--- src/rtl/jump_pkg.sv ---
`default_nettype none
// ============================================================================
//  Module      : jump_pkg
//  Description : Shared state encoding, default physics parameters and a
//                small width helper for the jump arc controller.
//  Revision    : 1.0 - initial release
// ============================================================================
package jump_pkg;

   // Jump phase encoding; the value 3 is never produced
   typedef enum logic [1:0] {
      GROUND = 2'd0,
      RISE   = 2'd1,
      FALL   = 2'd2
   } jstate_t;

   // Default build values: 60 Hz physics tick from a 100 MHz clock
   localparam int TICK_DIV_DEF = 1666667;
   localparam int V0_DEF       = 16;
   localparam int G_DEF        = 1;
   localparam int HW_DEF       = 9;

   // Velocity register width (unsigned)
   localparam int VEL_W        = 6;

   // Larger of two integers, used to size comparison operands
   function automatic int max_int(input int a, input int b);
      return (a > b) ? a : b;
   endfunction

endpackage : jump_pkg
`default_nettype wire

--- src/rtl/tick_gen.sv ---
`default_nettype none
// ============================================================================
//  Module      : tick_gen
//  Description : Free-running divider producing a one-cycle physics tick
//                every TICK_DIV clock cycles. The counter starts at zero on
//                reset so the first tick-driven update lands TICK_DIV edges
//                after reset is released.
//  Revision    : 1.0 - initial release
// ============================================================================
module tick_gen
   import jump_pkg::*;
#(
   parameter int TICK_DIV = TICK_DIV_DEF
)(
   input  logic clk,
   input  logic rst,
   output logic tick
);

   // A one-bit counter is kept even for TICK_DIV = 1; it simply stays at 0
   localparam int             CW     = (TICK_DIV > 1) ? $clog2(TICK_DIV) : 1;
   localparam logic [CW-1:0]  c_last = CW'(TICK_DIV - 1);

   logic [CW-1:0] r_cnt;

   // Count 0..TICK_DIV-1 continuously, wrapping on the terminal count
   always_ff @(posedge clk or posedge rst) begin
      if (rst) begin
         r_cnt <= '0;
      end else if (r_cnt == c_last) begin
         r_cnt <= '0;
      end else begin
         r_cnt <= r_cnt + CW'(1);
      end
   end

   // Tick is decoded from the registered count only
   assign tick = (r_cnt == c_last);

endmodule : tick_gen
`default_nettype wire

--- src/rtl/jump.sv ---
`default_nettype none
// ============================================================================
//  Module      : jump
//  Description : Ballistic jump controller. A jump request on the ground
//                launches an arc: height rises by the current velocity each
//                physics tick while gravity bleeds velocity off, then falls
//                with growing velocity until it touches down. All outputs
//                are registers.
//  Revision    : 1.0 - initial release
// ============================================================================
module jump
   import jump_pkg::*;
#(
   parameter int TICK_DIV = TICK_DIV_DEF,
   parameter int V0       = V0_DEF,
   parameter int G        = G_DEF,
   parameter int HW       = HW_DEF
)(
   input  logic          clk,
   input  logic          rst,
   input  logic          jump_req,
   output logic [1:0]    jumpstate,
   output logic [HW-1:0] hnow,
   output logic          landed
);

   // Comparison width wide enough for both the height and vel + G
   localparam int                AW   = max_int(HW, VEL_W + 1);
   localparam logic [VEL_W-1:0]  c_v0 = VEL_W'(V0);
   localparam logic [VEL_W-1:0]  c_g  = VEL_W'(G);

   jstate_t           r_state;
   logic [HW-1:0]     r_hnow;
   logic [VEL_W-1:0]  r_vel;
   logic              r_landed;

   logic              w_tick;
   logic [VEL_W:0]    w_vn;
   logic [HW-1:0]     w_rise_sum;
   logic [HW-1:0]     w_fall_diff;
   logic              w_touch;

   tick_gen #(
      .TICK_DIV (TICK_DIV)
   ) u_tick_gen (
      .clk  (clk),
      .rst  (rst),
      .tick (w_tick)
   );

   // Falling velocity after this tick; one extra bit so it never wraps
   assign w_vn        = {1'b0, r_vel} + {1'b0, c_g};

   // Rising height; the height width is sized to hold the apex
   assign w_rise_sum  = r_hnow + HW'(r_vel);

   // Touch-down when the remaining height cannot absorb a full step,
   // which also guarantees the subtraction below never underflows
   assign w_touch     = (AW'(r_hnow) <= AW'(w_vn));

   // Only consumed when w_touch is low, so the truncation is harmless
   assign w_fall_diff = r_hnow - HW'(w_vn);

   // Jump state machine with registered height, velocity and landed pulse
   always_ff @(posedge clk or posedge rst) begin
      if (rst) begin
         r_state  <= GROUND;
         r_hnow   <= '0;
         r_vel    <= '0;
         r_landed <= 1'b0;
      end else begin
         r_landed <= 1'b0;
         case (r_state)
            GROUND: begin
               r_hnow <= '0;
               r_vel  <= '0;
               // Launch does not wait for a tick
               if (jump_req) begin
                  r_state <= RISE;
                  r_vel   <= c_v0;
               end
            end
            RISE: begin
               if (w_tick) begin
                  r_hnow <= w_rise_sum;
                  if (r_vel <= c_g) begin
                     r_vel   <= '0;
                     r_state <= FALL;
                  end else begin
                     r_vel   <= r_vel - c_g;
                  end
               end
            end
            FALL: begin
               if (w_tick) begin
                  if (w_touch) begin
                     r_hnow   <= '0;
                     r_vel    <= '0;
                     r_state  <= GROUND;
                     r_landed <= 1'b1;
                  end else begin
                     r_hnow   <= w_fall_diff;
                     r_vel    <= w_vn[VEL_W-1:0];
                  end
               end
            end
            default: begin
               // Unused encoding: return quietly to the ground
               r_state <= GROUND;
               r_hnow  <= '0;
               r_vel   <= '0;
            end
         endcase
      end
   end

   assign jumpstate = r_state;
   assign hnow      = r_hnow;
   assign landed    = r_landed;

endmodule : jump
`default_nettype wire

--- config.mk ---
export PLATFORM = sky130hd
export DESIGN_NAME = jump
export DESIGN_NICKNAME = d
export VERILOG_FILES = /design/src/rtl/jump_pkg.sv /design/src/rtl/tick_gen.sv /design/src/rtl/jump.sv
export SDC_FILE = /design/constraint.sdc
export NUM_CORES = 1
export LEC_CHECK = 0
export CORE_MARGIN = 4
export CORE_UTILIZATION = 60
export DETAILED_ROUTE_END_ITERATION = 8
export GPL_ROUTABILITY_DRIVEN = 0
export MAX_ROUTING_LAYER = met4
export PLACE_DENSITY = 0.8
export RECOVER_POWER = 100
export SLEW_MARGIN = 15
export SYNTH_ARGS = -nofsm -noshare
export SYNTH_HDL_FRONTEND = slang
export SYNTH_SLANG_ARGS = --single-unit
export TNS_END_PERCENT = 1
--- constraint.sdc ---
create_clock -name clk -period 3.4 [get_ports clk]
set_input_delay 0.85 -clock clk [delete_from_list [all_inputs] [get_ports clk]]
set_output_delay 0.85 -clock clk [all_outputs]
set_load 0.05 [all_outputs]
==> reports/results.ini <==
[run_status]
status = finished, violations left
violations = capacitance limit, slew limit

[worst_setup_path]
slowest_stage = dfrtp_1
crit_type = flop to flop
worstPathCellList = ha_1 > and3_1 > xnor2_1 > ha_1 > o211ai_1 > a21oi_1 > a2bb2oi_1 > nand2_1 > buf_4 > a2111o_1 > o21ai_0
worstPathArrival_ps = 3270
critical_path.max_stage_delay_ps = 490
critPathMaxFanout = 10
cp.required_ps = 3620
cp_common_cell = ha_1
crit_path_start_kind = flop
critical-path-top-delay-family = compound AO/OA/AOI/OAI gates
timing.critical_path.buf_inv = 1
crit_path_end_kind = flop

[routing]
vias = 2400
wl_um = 6370
firstDrtPassIters = 5
first_iter_violations = 261
drc = 0
viasPerCell = 6.23
ant_nets = 0
avgRoutedWirePerCell_um = 16.5

[timing]
tightest_slew_ps = 2160
fin_tns_setup_ps = 0
drv_slew = 40
rsz0062_at_grt = no
fin_worst_skew_ps = 6.63
setup_viol = 0
fmax_mhz = 328
period_share = 0.896
period_needed_ps = 3050
finalHoldViolCount = 0
relSlewSlack = -0.439

[synthesis]
synthCells = 315
synth_edf_count = 0
syn_area_per_cell_um2 = 9.01
synth_nets = 343
ys_types = 58
ys_async_sr_fraction = 1.00
ys_seq_area_frac = 0.344
ys.flop_type = dfrtp_1
netlist.area_leader.share = 0.344
netlist_top_cells_area = dfrtp_1, ha_1, xnor2_1, nor2_1, xor2_1
synth-seq-cells = 39
yosysTopAreaCell = dfrtp_1
yosys_warnings = 0
syn_area_um2 = 2840

[global_route]
gr-usage-all-layers = 0.235
antenna_found_initial = 0
grt_pass1_wl_um = 10700
grt_max_degree = 40
grt_pass1_vias = 2208
grt_overflow_total = 0

[job]
drv_cap = 1

[cells_and_area]
final_cells = 385
drive_gt1_frac = 0.0571
nFillCells = 343
final_common_cell = nor2_1
nNetsFinal = 361
num_antenna_cells = 0
final_cell_area_um2 = 3120
mostFrequentLayoutCells = nor2_1, dfrtp_1, ha_1
area.growth.synth_to_final_pct = 9.88

[clock_tree]
clk_pin_slew_ps = 80
cts_max_level = 2
clock_insertion_delay_worst_skew_ps = 300
clock-sinks = 39
cts_setup_buffers = 0
cts-resized-gates = 0
cts-root-buf = clkbuf_8
cts_made_buffers = 5
ctsHoldBuffers = 0
cts_tree = yes
cts.path.max_buffers = 2

[power_and_ir_drop]
p_clk_frac = 0.174
vdd_drop_max_mv = 0.599
power.internal_mw = 1.08
seqPwrFrac = 0.311
power_density_nw_per_um2 = 617
netSwitchingFraction = 0.438
power_leakage_nw = 1.44
combPwrFrac = 0.515
switching_power_mw = 0.844

[floorplan]
num_rows = 24
core_um2 = 4470
start_util = 0.634
dieArea_um2 = 5890
die_w_um = 76.8
pin_count = 15
die_y_um = 76.8

[place]
port_buffers = 14
post_dp_cell_area_um2 = 3040
place_hpwl_um = 4750
place_inst = 378

[hold_path]
hp-class = flop to flop

## layer usage
layer  part of all wire  routed length, µm  track usage  up-vias
met5                  0                  0            -        -
met4              0.015                 93       0.0634        0
met3              0.070                446       0.0539       11
met2               0.41               2630        0.328       88
met1               0.50               3200        0.342     1135
li1                   -                  -            -     1166
## per-stage QoR
stage	utilization	hold WS [ps]	power, mW	setup slack, ps
5_1_grt	0.697	546	2.06	40.5
6_report	0.697	504	1.93	353
3_5_place_dp	0.680	501	1.58	409
4_1_cts	0.700	512	1.91	374
2_1_floorplan	-	466	1.34	669
3_3_place_gp	0.680	493	1.56	528
## final cells by class
type                            count  area, µm²  area share
Clock inverter                      1       8.76     0.00281
Inverter                           15       56.3      0.0181
Multi-Input combinational cell    253       1760       0.564
Sequential cell                    39        976       0.313
Clock buffer                        6       82.6      0.0265
Timing Repair Buffer               19        170      0.0546
Tap cell                           52       65.1      0.0209
## registers in the layout (all words and copies together), names as in the netlist
register / count
u_tick_gen.r_cnt: 21
hnow: 9
r_vel: 6
jumpstate: 2
landed: 1
## logic make-up (layout without fill, tap and decap cells)
logic type                 count (synthesis)  count (layout)  synth area share
AOI/OAI and AO/OA                         66              66             0.156
xor gates and xnor gates                  36              36             0.111
adders and majority gates                 25              25             0.116
buffers and inverters                     23              41            0.0335
DFF                                       39              39             0.344
muxes                                      3               3            0.0115
and+or+nand+nor                          123             123             0.228
## power groups by stage
| stage | sequential [mW] | clock [mW] | combinational [mW] |
|---|---|---|---|
| after global placement | 0.602 | 0 | 0.954 |
| after floorplan | 0.623 | 0 | 0.718 |
| after CTS | 0.596 | 0.338 | 0.978 |
| after global routing | 0.612 | 0.362 | 1.09 |
| final | 0.599 | 0.335 | 0.991 |
| after detailed placement | 0.605 | 0 | 0.973 |
## final timing paths
kind | slack (ps) | start | end | cells after the start
max | 350 | r_vel[1] | r_vel[0] | 11
min | 500 | u_tick_gen.r_cnt[0] | u_tick_gen.r_cnt[0] | 1
max reg2reg | 350 | r_vel[1] | r_vel[0] | 11
min reg2reg | 500 | u_tick_gen.r_cnt[0] | u_tick_gen.r_cnt[0] | 1
max in group asynchronous | 530 | rst | u_tick_gen.r_cnt[11] | 3
min in group asynchronous | 1640 | rst | u_tick_gen.r_cnt[5] | 3
## cells in the mapped netlist (all sizes together), types with 2 or more instances
| master | instances |
|---|---|
| nor4b | 3 |
| o211a | 2 |
| nand3 | 10 |
| inv | 15 |
| xnor2 | 20 |
| clkbuf | 2 |
| and3 | 4 |
| o31ai | 4 |
| a21o | 5 |
| or3 | 3 |
| a31oi | 6 |
| nor2 | 44 |
| nand2b | 3 |
| a211o | 2 |
| fa | 2 |
| nor4 | 2 |
| buf | 6 |
| and2 | 3 |
| nand2 | 20 |
| xor2 | 16 |
| dfrtp | 39 |
| nand4b | 2 |
| and4b | 3 |
| ha | 23 |
| a21oi | 11 |
| nor3 | 8 |
| a22o | 2 |
| or4 | 3 |
| o211ai | 3 |
| mux2 | 2 |
| o221ai | 2 |
| o21ai | 18 |
| or2 | 4 |
| nand4 | 7 |
## worst register-to-register path, stage by stage (launching register included)
cell       delay [ps]
dfrtp_1           490
ha_1              320
and3_1            250
xnor2_1            90
ha_1              370
o211ai_1          110
a21oi_1           230
a2bb2oi_1         310
nand2_1           120
buf_4             190
a2111o_1          400
o21ai_0            80
(Power assumes the default switching activity.)
